===== config.mk =====
export PLATFORM = sky130hd
export DESIGN_NAME = net_eject_if_flat
export DESIGN_NICKNAME = d
export VERILOG_FILES = /design/src/rtl/net_eject_if_pkg.sv /design/src/rtl/net_eject_if_if.sv /design/src/rtl/net_sync_fifo.sv /design/src/rtl/net_eject_if.sv /design/src/flat_wrapper.sv
export SDC_FILE = /design/constraint.sdc
export NUM_CORES = 1
export LEC_CHECK = 0
export ABC_CLOCK_PERIOD_IN_PS = 3540
export CAP_MARGIN = 20
export CORE_MARGIN = 2
export CORE_UTILIZATION = 52
export CTS_CLUSTER_DIAMETER = 40
export DETAILED_ROUTE_END_ITERATION = 8
export GPL_ROUTABILITY_DRIVEN = 0
export PLACE_DENSITY = 0.9
export SETUP_SLACK_MARGIN = 0.3
export SLEW_MARGIN = 10
export SYNTH_ARGS = -nofsm -noshare
export SYNTH_HDL_FRONTEND = slang
export SYNTH_SLANG_ARGS = --single-unit

===== constraint.sdc =====
create_clock -name clk -period 3.54 [get_ports clk]
set_input_delay 0.354 -clock clk [delete_from_list [all_inputs] [get_ports clk]]
set_output_delay 0.354 -clock clk [all_outputs]
set_load 0.005 [all_outputs]

===== src/rtl/net_eject_if_pkg.sv =====
// Shared widths, flit field layout and mesh size for the ejection-side network interface.
// Flit layout is {dest_x, dest_y, payload}, MSB first.
package net_eject_if_pkg;

    localparam int FIFO_DEPTH = 4;
    localparam int COORD_W    = 16;
    localparam int DATA_W     = 32;
    localparam int CNT_W      = 8;

    localparam int FLIT_W     = 64;
    localparam int FLIT_X_HI  = 63;
    localparam int FLIT_X_LO  = 48;
    localparam int FLIT_Y_HI  = 47;
    localparam int FLIT_Y_LO  = 32;
    localparam int FLIT_D_HI  = 31;
    localparam int FLIT_D_LO  = 0;

    localparam int MESH_X     = 3;
    localparam int MESH_Y     = 3;

    localparam int PTR_W      = $clog2(FIFO_DEPTH);
    localparam int LVL_W      = PTR_W + 1;
    localparam logic [LVL_W-1:0] FULL_LVL = LVL_W'(FIFO_DEPTH);

    function automatic logic flit_is_local(input logic [FLIT_W-1:0]  flit,
                                           input logic [COORD_W-1:0] x,
                                           input logic [COORD_W-1:0] y);
        return (flit[FLIT_X_HI:FLIT_X_LO] == x) && (flit[FLIT_Y_HI:FLIT_Y_LO] == y);
    endfunction

    function automatic logic [DATA_W-1:0] flit_payload(input logic [FLIT_W-1:0] flit);
        return flit[FLIT_D_HI:FLIT_D_LO];
    endfunction

endpackage


===== src/rtl/net_eject_if_if.sv =====
// Router-to-node flit handshake plus node-CPU read handshake.
// The master drives flits and reads; the slave is the ejection interface.
interface net_eject_if_if;
    import net_eject_if_pkg::*;

    logic [FLIT_W-1:0] flit_in;
    logic              flit_valid;
    logic              flit_ready;
    logic [DATA_W-1:0] cpu_data;
    logic              cpu_valid;
    logic              cpu_rd;

    modport master (
        output flit_in, flit_valid, cpu_rd,
        input  flit_ready, cpu_data, cpu_valid
    );

    modport slave (
        input  flit_in, flit_valid, cpu_rd,
        output flit_ready, cpu_data, cpu_valid
    );

endinterface


===== src/rtl/net_sync_fifo.sv =====
// Payload FIFO with first-word-fall-through head held in a register (0 when empty).
// Level is a separate up/down counter; pointers wrap naturally.
module net_sync_fifo
    import net_eject_if_pkg::*;
(
    input  logic              clk,
    input  logic              rst,
    input  logic              push,
    input  logic [DATA_W-1:0] push_data,
    input  logic              pop,
    output logic [LVL_W-1:0]  level,
    output logic [DATA_W-1:0] head,
    output logic              head_valid
);

    logic [DATA_W-1:0] mem_q [FIFO_DEPTH];
    logic [PTR_W-1:0]  wr_ptr_q, wr_ptr_d;
    logic [PTR_W-1:0]  rd_ptr_q, rd_ptr_d;
    logic [PTR_W-1:0]  rd_ptr_nxt;
    logic [LVL_W-1:0]  level_q, level_d;
    logic [DATA_W-1:0] head_q, head_d;
    logic              valid_q, valid_d;
    logic              do_push, do_pop;

    assign do_push    = push & (level_q != FULL_LVL);
    assign do_pop     = pop & (level_q != '0);
    assign rd_ptr_nxt = rd_ptr_q + PTR_W'(1);

    always_comb begin
        wr_ptr_d = do_push ? wr_ptr_q + PTR_W'(1) : wr_ptr_q;
        rd_ptr_d = do_pop ? rd_ptr_nxt : rd_ptr_q;
        level_d  = level_q;
        if (do_push && !do_pop) begin
            level_d = level_q + LVL_W'(1);
        end else if (!do_push && do_pop) begin
            level_d = level_q - LVL_W'(1);
        end
        // The next head may be the word being written this edge, which is not in mem_q yet.
        head_d = head_q;
        if (do_pop) begin
            if (level_q > LVL_W'(1)) begin
                head_d = mem_q[rd_ptr_nxt];
            end else if (do_push) begin
                head_d = push_data;
            end else begin
                head_d = '0;
            end
        end else if ((level_q == '0) && do_push) begin
            head_d = push_data;
        end
        valid_d = (level_d != '0);
    end

    always_ff @(posedge clk) begin
        if (do_push) begin
            mem_q[wr_ptr_q] <= push_data;
        end
    end

    always_ff @(posedge clk or negedge rst) begin
        if (!rst) begin
            wr_ptr_q <= '0;
            rd_ptr_q <= '0;
            level_q  <= '0;
            head_q   <= '0;
            valid_q  <= 1'b0;
        end else begin
            wr_ptr_q <= wr_ptr_d;
            rd_ptr_q <= rd_ptr_d;
            level_q  <= level_d;
            head_q   <= head_d;
            valid_q  <= valid_d;
        end
    end

    assign level      = level_q;
    assign head       = head_q;
    assign head_valid = valid_q;

endmodule


===== src/rtl/net_eject_if.sv =====
// Ejection interface: destination check, payload buffering toward the CPU,
// saturating misroute counter and sticky underflow flag.
module net_eject_if
    import net_eject_if_pkg::*;
(
    input  logic               clk,
    input  logic               rst,
    input  logic [COORD_W-1:0] my_x,
    input  logic [COORD_W-1:0] my_y,
    net_eject_if_if.slave      bus,
    output logic [LVL_W-1:0]   fifo_level,
    output logic [CNT_W-1:0]   misroute_cnt,
    output logic               err_underflow
);

    logic             accept, is_local, push, pop;
    logic [CNT_W-1:0] mis_q, mis_d;
    logic             under_q, under_d;

    // Ready depends only on registered level, so a full FIFO stalls even during a pop.
    assign bus.flit_ready = rst & (fifo_level < FULL_LVL);

    assign accept   = bus.flit_valid & bus.flit_ready;
    assign is_local = flit_is_local(bus.flit_in, my_x, my_y);
    assign push     = accept & is_local;
    assign pop      = bus.cpu_rd & bus.cpu_valid;

    always_comb begin
        mis_d = mis_q;
        if (accept && !is_local && (mis_q != '1)) begin
            mis_d = mis_q + CNT_W'(1);
        end
        under_d = under_q | (bus.cpu_rd & ~bus.cpu_valid);
    end

    always_ff @(posedge clk or negedge rst) begin
        if (!rst) begin
            mis_q   <= '0;
            under_q <= 1'b0;
        end else begin
            mis_q   <= mis_d;
            under_q <= under_d;
        end
    end

    net_sync_fifo u_fifo (
        .clk        (clk),
        .rst        (rst),
        .push       (push),
        .push_data  (flit_payload(bus.flit_in)),
        .pop        (pop),
        .level      (fifo_level),
        .head       (bus.cpu_data),
        .head_valid (bus.cpu_valid)
    );

    assign misroute_cnt  = mis_q;
    assign err_underflow = under_q;

endmodule

===== src/flat_wrapper.sv =====
// flat-port wrapper written by rule: the top's interface ports become plain ports
module net_eject_if_flat import net_eject_if_pkg::*;
  (clk, rst, my_x, my_y, fifo_level, misroute_cnt, err_underflow, bus_flit_in, bus_flit_valid, bus_cpu_rd, bus_flit_ready, bus_cpu_data, bus_cpu_valid);
  net_eject_if_if bus_i ();
  input  logic clk;
  input  logic rst;
  input  logic [COORD_W-1:0] my_x;
  input  logic [COORD_W-1:0] my_y;
  output logic [LVL_W-1:0] fifo_level;
  output logic [CNT_W-1:0] misroute_cnt;
  output logic err_underflow;
  input wire logic [$bits(bus_i.flit_in)-1:0] bus_flit_in;
  input wire logic [$bits(bus_i.flit_valid)-1:0] bus_flit_valid;
  input wire logic [$bits(bus_i.cpu_rd)-1:0] bus_cpu_rd;
  output wire logic [$bits(bus_i.flit_ready)-1:0] bus_flit_ready;
  output wire logic [$bits(bus_i.cpu_data)-1:0] bus_cpu_data;
  output wire logic [$bits(bus_i.cpu_valid)-1:0] bus_cpu_valid;
  assign bus_i.flit_in = bus_flit_in;
  assign bus_i.flit_valid = bus_flit_valid;
  assign bus_i.cpu_rd = bus_cpu_rd;
  assign bus_flit_ready = bus_i.flit_ready;
  assign bus_cpu_data = bus_i.cpu_data;
  assign bus_cpu_valid = bus_i.cpu_valid;
  net_eject_if u_core (.clk(clk), .rst(rst), .my_x(my_x), .my_y(my_y), .bus(bus_i), .fifo_level(fifo_level), .misroute_cnt(misroute_cnt), .err_underflow(err_underflow));
endmodule

### After elaboration in Yosys (flattened, before gate mapping)

Memory sizes are Yosys's and may differ from the RTL's.
Index checks and enable logic that the tools add are counted.

| cells by class | value |
|---|---|
| add/subtract/negate cells | 5 |
| order comparisons | 2 |
| eq/ne operators | 4 |
| muxes and demuxes | 8 |
| bitwise gates (word level) | 9 |
| reduce and logical (&&, ||, !) cells | 13 |

Operator list:

| operator | number |
|---|---|
| 32-bit two-way mux | 4 |
| 16-bit equality test | 2 |
| 8-bit by 1-bit adder with 8-bit output, second input constant | 1 |
| 8-bit != test, second input constant | 1 |
| 1-bit AND | 7 |
| 1-bit logical AND | 6 |
| 3-bit two-way mux | 2 |
| 3-bit nonzero test | 2 |
| 2-bit by 1-bit adder with 2-bit output, second input constant | 2 |
| 3-bit by 1-bit adder with 3-bit output, second input constant | 1 |
| 3-bit by 1-bit > comparator with 1-bit output, second input constant | 1 |
| 1-bit zero test | 3 |
| 3-bit zero test | 1 |
| 3-bit < comparator, second input constant | 1 |
| 3-bit != test, second input constant | 1 |
| 3-bit by 1-bit subtractor with 3-bit output, second input constant | 1 |
| 1-bit two-way mux | 2 |
| 2-bit nonzero test | 1 |
| 1-bit inverter | 1 |
| 1-bit bitwise OR | 1 |

| storage, ports and cells | value |
|---|---|
| register bits after elaboration | 49 |
| RAM bits | 128 |
| input port bits | 100 |
| output and inout port bits | 46 |
| logic and storage cells | 49 |
| memories kept | 1 |

Memories:

| name | depth | bits a word | read ports | clocked after Yosys merged registers in | write ports | line | source |
|---|---|---|---|---|---|---|---|
| u_core.u_fifo.mem_q | 4 | 32 | 1 | 0 | 1 | net_sync_fifo.sv:16 | `logic [DATA_W-1:0] mem_q [FIFO_DEPTH];` |

### Logic depth before layout (Yosys ltp)

Gate-level depths: netlist of the first run.

| logic depth | value |
|---|---|
| depth in word-level cells | 10 |
| gate-level depth with buffers | 10 |
| gate-level depth less buffers | 8 |

### By module

From an unflattened synthesis of the first run, not the netlist that was laid out.

| unflattened totals | value |
|---|---|
| cells, all modules | 424 |
| area total of the unflattened synthesis | 7,498.4 µm² |

By module, submodules not included:

| module | instances | cells each | area an instance (µm²) |
|---|---|---|---|
| net_sync_fifo | 1 | 340 | 6,701.4 |
| net_eject_if | 1 | 84 | 797.0 |

### Least setup slack after synthesis of the first run

No wires, ideal clock.

| timing path | value |
|---|---|
| kind | input to register |
| start | in my_y[6] |
| end | mem u_core.u_fifo.mem_q[0][0], enable pin |
| arrival time | 2.334 ns |
| required time | 3.148 ns |
| slack | 0.814 ns |
| cell stages on the path | 6 |
| cells stage by stage | xnor2_1 -> nand4_1 -> nor4_4 -> and3_1 -> buf_2 -> and2_1 |

| on the way | value |
|---|---|
| word-level cells in the longest chain between the ends | 6 |

RTL lines:

| what | line | source |
|---|---|---|
| start, declared | flat_wrapper.sv:8 | `input logic [COORD_W-1:0] my_y;` |
| 16-bit equality test | net_eject_if_pkg.sv:28 | `return (flit[FLIT_X_HI:FLIT_X_LO] == x) && (flit[FLIT_Y_HI:FLIT_Y_LO] == y);` |
| 1-bit logical AND | net_eject_if_pkg.sv:28 |  |
| 1-bit AND | net_eject_if.sv:25 | `assign push = accept & is_local;` |
| 1-bit AND | net_sync_fifo.sv:25 | `assign do_push = push & (level_q != FULL_LVL);` |
| 1-bit two-way mux | net_sync_fifo.sv:55 | `if (do_push) begin` |
| 1-bit two-way mux (implied by the code) | net_sync_fifo.sv:56 | `mem_q[wr_ptr_q] <= push_data;` |
| end, declared | net_sync_fifo.sv:16 |  |

No other way between the ends.

### Final worst setup path of the first run

| timing path | value |
|---|---|
| start | reg u_core.u_fifo.level_q[1], in the netlist u_core.u_fifo.level[1] |
| end | reg u_core.u_fifo.head_q[18], in the netlist u_core.u_fifo.head[18] |

| on the way | value |
|---|---|
| word-level cells in the longest chain between the ends | 8 |
| elaborated cells on any way between the ends | 15 |

RTL lines:

| what | line | source |
|---|---|---|
| start, declared | net_sync_fifo.sv:20 | `logic [LVL_W-1:0] level_q, level_d;` |
| start signal, assigned | net_sync_fifo.sv:70 | `level_q <= level_d;` |
| 3-bit < comparator | net_eject_if.sv:21 | `assign bus.flit_ready = rst & (fifo_level < FULL_LVL);` |
| 1-bit AND | net_eject_if.sv:21 |  |
| 1-bit AND | net_eject_if.sv:23 | `assign accept = bus.flit_valid & bus.flit_ready;` |
| 1-bit AND | net_eject_if.sv:25 |  |
| 1-bit AND | net_sync_fifo.sv:25 |  |
| 32-bit two-way mux | net_sync_fifo.sv:43 | `end else if (do_push) begin` |
| 32-bit two-way mux | net_sync_fifo.sv:41 | `if (level_q > LVL_W'(1)) begin` |
| 32-bit two-way mux | net_sync_fifo.sv:40 | `if (do_pop) begin` |
| end signal, assigned | net_sync_fifo.sv:65 | `head_q <= '0;` |
| end signal, assigned | net_sync_fifo.sv:71 | `head_q <= head_d;` |
| end, declared | net_sync_fifo.sv:21 | `logic [DATA_W-1:0] head_q, head_d;` |

Several ways; a longest one is shown, not always the timed one.
A chain may end at the register's enable or synchronous reset.

==> results of run 1 <==
state kept, by name (all words and copies together), names as in the netlist:
register,count
u_core.err_underflow,1
u_core.u_fifo.mem_q,128
u_core.u_fifo.wr_ptr_q,2
u_core.misroute_cnt,8
u_core.u_fifo.rd_ptr_q,2
u_core.u_fifo.level,3
u_core.u_fifo.head_valid,1
u_core.u_fifo.head,32
logic make-up after synthesis:
kind of cell,after synthesis
DFF,177
buffers and inverters,26
adders and majority gates,8
and+or+nand+nor,44
muxes,69
AOI/OAI and AO/OA,48
xor gates and xnor gates,44
worst paths after layout:
kind / slack (ns) / start / end
worst max-delay path: 0.75 / u_core.u_fifo.level[1] / u_core.u_fifo.head[18]
worst min-delay path: 0.17 / rst / u_core.u_fifo.head[5]
worst max register to register: 0.75 / u_core.u_fifo.level[1] / u_core.u_fifo.head[18]
min in group clk: 0.47 / u_core.err_underflow / u_core.err_underflow
worst min register to register: 0.47 / u_core.err_underflow / u_core.err_underflow
max in group asynchronous: 2.87 / rst / u_core.u_fifo.rd_ptr_q[1]
synthesized netlist by cell type (all sizes together), types with 2 or more instances:
cell and count:
a31o 2, and2 5, a22o 28, nor2 2
mux2 33, nand4 14, dfrtp 49, nor2b 2
and3 3, mux4 32, a41oi 2, o21ai 2
inv 6, clkbuf 10, a21oi 6, ha 8
edfxtp 128, xnor2 43, a32o 2, nand3 2
buf 10, nor4 2, mux2i 4, nand2 9
nor3 2
metal layers:
layer / vias up / wire length, um / global-route usage / part of all wire
met5: - / 0 / 0 / 0
met4: 0 / 213 / 0.0702 / 0.013
met3: 23 / 1120 / 0.0517 / 0.070
met2: 227 / 8430 / 0.392 / 0.53
met1: 2219 / 6240 / 0.270 / 0.39
li1: 1968 / - / - / -
area by class of cell:
class	count	area (um^2)
flip-flops and latches	177	5070
fillers	877	4200
multi-input cells	213	2320
repair buffers	159	1630
clock buffers	20	437
well taps	180	225
clock inverters	11	91.3
inverters	6	22.5
power groups by stage:
stage | Clock, mW | Combinational, mW | Sequential (mW)
5_1_grt | 1.79 | 0.370 | 2.31
3_5_place_dp | 0 | 0.345 | 2.35
2_1_floorplan | 0 | 0.103 | 2.34
4_1_cts | 1.72 | 0.346 | 2.31
6_report | 1.69 | 0.342 | 2.31
3_3_place_gp | 0 | 0.333 | 2.35
critical path: cells and delay by family, from the launching register on:
family	cells	cell delay, ns
flops	1	0.46
compound gates	2	0.67
mux	1	0.36
buf+inv	2	0.40
fa+ha+maj	1	0.20
simple gates	2	0.58
==> results.yml, run 1 <==
worst_setup_path:
  cp-start-kind: "flip-flop"
  cp_max_fo: 22
  path_cells: "inv_1, ha_1, nor2b_1, or2_2, a21oi_4, buf_12, mux2_2, a22o_1"
  path_class: "reg -> reg"
  cp_slowest_cell: "dfrtp_1"
  crit_arrival_ns: 3.10
  cp-end-kind: "flip-flop"
  slowest_delay_ns: 0.46
  critPathRequiredTime_ns: 3.85
  reg2reg_depth: 8
global_route:
  antenna_found_initial: 0
  grt_max_degree: 50
  grt-ovfl-total: 0
  grt_pass1_wl_um: 24800
  track_usage: 0.222
  first_global_vias: 4585
power:
  p_per_area_mw_per_mm2: 443
  clockPowerShare: 0.389
  swShare: 0.209
  p_int_mw: 3.43
  p_sw_mw: 0.905
  leakagePower_nw: 3.46
  power.total_mw: 4.34
  max-vdd-ir-drop_mv: 0.374
  p_seq_frac: 0.532
  comb_power_share: 0.079
finish:
  nets: 682
  final_common_cell: "clkdlybuf4s50_1"
  utilization: 0.700
  final_cell_mix: "144 x clkdlybuf4s50_1, 128 x edfxtp_1, 48 x dfrtp_1, 43 x xnor2_1, 33 x mux2_2"
  drive_gt1_frac: 0.201
  antenna_cells: 0
  stdcell_area_mm2: 0.00979
  syn_to_final_growth_pct: 30.7
  fin_cells: 766
die:
  die_w_um: 124
  rows: 43
  fp.dieH_um: 124
  ioPinCount: 146
  initial_core_util: 0.535
  die_area_mm2: 0.0154
  core_mm2: 0.0140
timing:
  hold_violations: 0
  grt_setup_unrepaired: "no"
  max_slew.worst_pin.slew_ns: 0.668
  finClkSkew_ns: 0.00816
  setup_tns_ns: 0
  max_freq_mhz: 358
  period_minus_slack_ns: 2.79
  slew_viol_final: 0
  setup_slack_ns: 0.746
  period_share: 0.789
  hold_slack_ns: 0.175
  setup_viol: 0
  max_slew_margin: 0.555
job:
  cap_violations: 0
yosys:
  yosysSeqAreaShare: 0.677
  netlist.top_cell.by_area: "edfxtp_1"
  synth_top_family_by_area: "multiplexers"
  yosysWarnings: 0
  yosys.area_share.simple: 0.0366
  synth_compound_area_frac: 0.0536
  netlist_instances: 416
  syn_avg_cell_area_um2: 18.0
  synthArstFlopShare: 0.277
  synth-adder-area-share: 0.0134
  ys_types: 39
  synthFlopType: "edfxtp_1"
  ys_ff_latch: 177
  synthesis.area_mm2: 0.00749
  synth_top_area_frac: 0.513
  synthMuxAreaShare: 0.151
  synthTopCellsByArea: "edfxtp_1 51%, dfrtp_1 16%, mux4_2 9.6%"
  synth_nets: 524
  synth-xor-area-share: 0.0515
  synth_edf_count: 128
place:
  dpl_cell_area_mm2: 0.00926
  pre_cts_ws_ns: 0.655
  hpwlAfterDp_um: 11000
  placed_cells: 735
  port_buffers: 145
worst_hold_path:
  hold_path_class: "in -> async"
clock_tree:
  cts_max_path_buffers: 2
  cts_sinks: 177
  path_clk_slew_ns: 0.06
  clk_latency_ns: 0.43
  cts-buffers-inserted: 17
  cts_tree: "built"
  holdBufCountCts: 0
  cts_resized: 0
  htreeDepth: 4
  cts_setup_buffers: 0
  clockRootBuffer: "clkbuf_16"
route:
  vias_per_cell: 5.79
  dr.pass1.iters: 4
  antenna_left: 0
  vias: 4437
  drc: 0
  first_iter_violations: 379
  wl_um: 16000
  post_drt_wl_per_cell_um: 20.9
run_status:
  status: "finished clean"
No activity file was read; power rests on OpenSTA's default activity.
==> inputs of run 2 (changes only) <==
ABC_CLOCK_PERIOD_IN_PS = 2530   (was 3540)
CORE_UTILIZATION = 47   (was 52)
PLACE_DENSITY = 0.86   (was 0.9)
clock period = 2.53 ns   (was 3.54 ns; I/O delays follow)
==> results.yml, run 2 (synthesized netlist as in run 1, its figures left out) <==
clock_tree:
  clk_latency_ns: 0.43
  htreeDepth: 4
  cts-buffers-inserted: 17
  clockRootBuffer: "clkbuf_16"
  cts_tree: "built"
  cts_max_path_buffers: 2
  path_clk_slew_ns: 0.06
  cts_sinks: 177
finish:
  regMostFlops: "u_core.u_fifo.mem_q"
  largest_reg_flops: 128
  drive_gt1_frac: 0.240
  nets: 699
  syn_to_final_growth_pct: 35.6
  final_common_cell: "clkdlybuf4s50_1"
  final_cell_mix: "144 x clkdlybuf4s50_1, 128 x edfxtp_1, 47 x dfrtp_1, 43 x xnor2_1, 33 x mux2_2"
place:
  port_buffers: 145
  hpwlAfterDp_um: 10800
  pre_cts_ws_ns: 0.0781
timing:
  hold_violations: 0
  max_slew.worst_pin.slew_ns: 0.851
  setup_viol: 0
  setup_slack_ns: 0.320
  grt_setup_unrepaired: "yes"
  max_freq_mhz: 453
  slew_viol_final: 0
  setup_tns_ns: 0
  period_minus_slack_ns: 2.21
  period_share: 0.873
  finClkSkew_ns: 0.00811
  max_slew_margin: 0.433
power:
  comb_power_share: 0.073
  p_seq_frac: 0.501
  p_int_mw: 5.14
  leakagePower_nw: 3.63
  swShare: 0.201
  max-vdd-ir-drop_mv: 0.531
  p_sw_mw: 1.30
  clockPowerShare: 0.426
  p_per_area_mw_per_mm2: 634
global_route:
  track_usage: 0.203
  grt_pass1_wl_um: 25500
  grt_max_degree: 50
  first_global_vias: 4763
  antenna_found_initial: 0
  grt-ovfl-total: 0
job:
  cap_violations: 0
die:
  die_area_mm2: 0.0170
  fp.dieH_um: 130
  ioPinCount: 146
  initial_core_util: 0.477
  core_mm2: 0.0157
  rows: 46
  die_w_um: 130
route:
  drc: 0
  first_iter_violations: 278
  dr.pass1.iters: 4
  wl_um: 16500
  vias: 4478
  antenna_left: 0
  vias_per_cell: 5.45
  post_drt_wl_per_cell_um: 20.1
worst_hold_path:
  hold_path_class: "in -> async"
worst_setup_path:
  cp-start-kind: "flip-flop"
  path_class: "reg -> reg"
  critPathRequiredTime_ns: 2.85
  cp_max_fo: 6
  crit_arrival_ns: 2.53
  cp-end-kind: "flip-flop"
run_status:
  status: "finished clean"
-- run 2: changes by cell type in the layout (fill, tap and decap cells not counted), sizes merged --
cell / previous run / this run
buf: 15 / 30
bufinv: 1 / 4
clkinv: 8 / 6
clkinvlp: 1 / 2
diode: 0 / 1
inv: 7 / 8
-- run 2: critical path, cell delays in order (launching register included) --
cell,delay (ns)
dfrtp_1,0.36
inv_1,0.10
ha_1,0.19
nor2b_4,0.14
or2_4,0.26
a21oi_4,0.15
buf_12,0.15
buf_4,0.17
mux2_2,0.36
a22o_1,0.21
-- run 2: cell type report --
cell class | instances | area, um^2
clock inverter | 14 | 186
clock buffer | 18 | 439
inverter | 6 | 22.5
timing repair buffer | 176 | 1830
multi-input combinational | 213 | 2330
antenna | 1 | 2.50
tap | 216 | 270
sequential | 177 | 5070
fill | 1076 | 5560
-- run 2: power by group through the flow --
stage / combinational (mW) / clock (mW) / sequential [mW]
after floorplan: 0.144 / 0 / 3.28
after global placement: 0.457 / 0 / 3.28
after detailed placement: 0.473 / 0 / 3.28
after CTS: 0.477 / 2.79 / 3.22
after global routing: 0.510 / 2.92 / 3.24
final: 0.472 / 2.74 / 3.23
-- run 2: timing repair --
action | 4_1_cts | 5_1_grt
endpoints found under the setup margin | 28 | 25
buffers inserted | 2 | 3
gates resized for setup | 4 | 3
pin swaps | 0 | 1
hold buffers | 0 | 0
gates cloned | 0 | 2
-- run 2: final timing paths --
kind / depth (start not counted) / endpoint / slack (ns) / from
max in group asynchronous: 2 / u_core.u_fifo.rd_ptr_q[0] / 2.04 / rst
worst min-delay path: 2 / u_core.u_fifo.head[22] / 0.006 / rst
min in group clk: 2 / u_core.err_underflow / 0.46 / bus_cpu_rd
worst max register to register: 9 / u_core.u_fifo.head[17] / 0.32 / u_core.u_fifo.level[1]
worst min register to register: 1 / u_core.err_underflow / 0.46 / u_core.err_underflow
worst max-delay path: 9 / u_core.u_fifo.head[17] / 0.32 / u_core.u_fifo.level[1]
-- run 2: metal layers --
layer	track usage	part of all wire	vias to the layer above
li1	-	-	2006
met1	0.256	0.41	2284
met2	0.352	0.52	168
met3	0.0508	0.061	20
met4	0.0576	0.013	0
met5	0	0	-
-- run 2: stage by stage --
step / instance area [um^2] / utilization / hold slack [ns] / power, mW / std cells
CTS: 10000 / 0.640 / 0.0191 / 6.49 / 815
detailed placement: 9390 / 0.598 / 0.446 / 3.76 / 781
global route: 10100 / 0.646 / 0.0480 / 6.67 / 820
global placement: 9390 / 0.598 / 0.444 / 3.74 / 781
floorplan: 7540 / - / -0.0426 / 3.42 / 416
finish: 10200 / 0.646 / 0.00583 / 6.44 / 821
==> inputs of run 3 (changes only) <==
GPL_TIMING_DRIVEN = 0   (was unset)
SLEW_MARGIN = 5   (was 10)
==> results.yml, run 3 (synthesized netlist as in run 1, its figures left out) <==
worst_hold_path:
  hold_path_class: "in -> reg"
  holdPathStages: 2
worst_setup_path:
  path_cells: "inv_4, ha_2, nor2b_4, or2_4, buf_8, a21oi_4, buf_12, clkbuf_16, mux2_2, a22o_1"
  endpoint: "u_core.u_fifo.head[31]"
  cp-start-kind: "flip-flop"
  critPathTopFamily: "buffers and inverters"
  reg2reg_slack_ns: 0.32
  cp_max_fo: 8
  cp.depth: 10
  critPathRequiredTime_ns: 2.84
  cp_slowest_cell: "dfrtp_2"
  cp.buffers_inverters: 4
  slowest_delay_ns: 0.38
  cp-end-kind: "flip-flop"
  reg2reg_from: "u_core.u_fifo.level[0]"
  path_class: "reg -> reg"
  critPathLaunch: "u_core.u_fifo.level[0]"
  reg2reg_depth: 10
  r2r_end: "u_core.u_fifo.head[31]"
  crit_arrival_ns: 2.52
finish:
  final_cell_mix: "144 x clkdlybuf4s50_1, 128 x edfxtp_1, 48 x dfrtp_1, 43 x xnor2_1, 32 x mux4_2"
  antenna_cells: 0
  stdcell_area_mm2: 0.0105
  final_common_cell: "clkdlybuf4s50_1"
  regMostFlops: "u_core.u_fifo.mem_q"
  drive_gt1_frac: 0.276
  syn_to_final_growth_pct: 40.0
  largest_reg_flops: 128
  nets: 729
  utilization: 0.667
  num-fill-cells: 1018
route:
  first_iter_violations: 458
  drc: 0
  antenna_left: 0
  wl_um: 18100
  dr.pass1.iters: 5
  vias_per_cell: 5.63
  post_drt_wl_per_cell_um: 21.3
  vias: 4783
timing:
  max_slew_margin: 0.573
  max_slew.worst_pin.slew_ns: 0.641
  hold_violations: 0
  period_minus_slack_ns: 2.21
  max_freq_mhz: 453
  period_share: 0.872
  setup_viol: 0
  slew_viol_final: 0
  setup_tns_ns: 0
  finClkSkew_ns: 0.00626
  setup_slack_ns: 0.323
  hold_slack_ns: 0.451
  grt_setup_unrepaired: "yes"
global_route:
  grt_max_degree: 27
  grt_pass1_wl_um: 26200
  first_global_vias: 4804
  track_usage: 0.211
  antenna_found_initial: 0
  grt-ovfl-total: 0
clock_tree:
  path_clk_slew_ns: 0.06
  clk_latency_ns: 0.43
  cts_max_path_buffers: 2
  cts_sinks: 177
  cts-buffers-inserted: 17
  clockRootBuffer: "clkbuf_16"
  htreeDepth: 4
  cts_tree: "built"
power:
  leakagePower_nw: 3.77
  p_per_area_mw_per_mm2: 606
  max-vdd-ir-drop_mv: 0.524
job:
  cap_violations: 0
place:
  pre_cts_ws_ns: -0.883
  hpwlAfterDp_um: 10500
  port_buffers: 145
  dpl_cell_area_mm2: 0.00928
die:
  ioPinCount: 146
  fp.dieH_um: 130
  die_w_um: 130
  initial_core_util: 0.477
  rows: 46
  core_mm2: 0.0157
  die_area_mm2: 0.0170
run_status:
  status: "finished clean"
[run 3: changes by cell type in the layout (fill, tap and decap cells not counted), moves of 3 or more]
cell / delta
clkbuf_8: +3
clkinv_2: -5
buf_2: +3
mux2_4: +7
buf_12: +3
clkbuf_1: +3
and2_2: -4
bufinv_16: -3
buf_6: +4
buf_4: -3
mux2_2: -7
and2_4: +13
clkbuf_2: +5
[run 3: worst register-to-register path: stages, from the launching register on]
cell       delay (ns)
dfrtp_2          0.38
inv_4            0.05
ha_2             0.17
nor2b_4          0.13
or2_4            0.24
buf_8            0.13
a21oi_4          0.12
buf_12           0.17
clkbuf_16        0.16
mux2_2           0.33
a22o_1           0.20
[run 3: layer usage]
layer  wire (um)  GRT usage  share of wire
met1        7300      0.269           0.40
met2        9390      0.361           0.52
met3        1080     0.0545          0.060
met4         348     0.0614          0.019
met5           0          0              0
[run 3: where the power goes]
part           switching, mW  internal, mW
Combinational          0.169         0.325
Clock                   1.14          1.49
Sequential            0.0633          3.16
[run 3: layout make-up]
| cell class | instances | area (um^2) | share of cell area |
|---|---|---|---|
| Sequential cell | 177 | 5070 | 0.484 |
| Multi-Input combinational cell | 222 | 2460 | 0.235 |
| Timing Repair Buffer | 177 | 1850 | 0.177 |
| Clock buffer | 21 | 482 | 0.0460 |
| Tap cell | 216 | 270 | 0.0258 |
| Buffer | 20 | 199 | 0.0190 |
| Clock inverter | 11 | 119 | 0.0113 |
| Inverter | 6 | 25.0 | 0.00239 |
[run 3: how the worst min path moves through the flow]
stage                         start  slack [ns]                      to
6_report                 bus_cpu_rd        0.45    u_core.err_underflow
5_1_grt                  bus_cpu_rd        0.47    u_core.err_underflow
4_1_cts                  bus_cpu_rd        0.44    u_core.err_underflow
3_5_place_dp                    rst        0.30  u_core.u_fifo.head[21]
3_3_place_gp   u_core.err_underflow        0.44    u_core.err_underflow
2_1_floorplan                   rst       -0.04    u_core.err_underflow
[run 3: stage by stage]
step	total power, mW	instances
after global routing	6.52	850
after global placement	3.73	777
final	6.35	850
after floorplan	3.42	416
after CTS	6.37	837
after detailed placement	3.75	778
[run 3: timing repair]
| action | 4_1_cts | 5_1_grt |
|---|---|---|
| endpoints found under the hold margin | 23 | 0 |
| pin swaps | 8 | 17 |
| setup endpoints to repair | 160 | 160 |
| hold buffers | 5 | 0 |
| setup buffers | 16 | 7 |
| gates cloned | 6 | 6 |
| resized for setup | 30 | 35 |
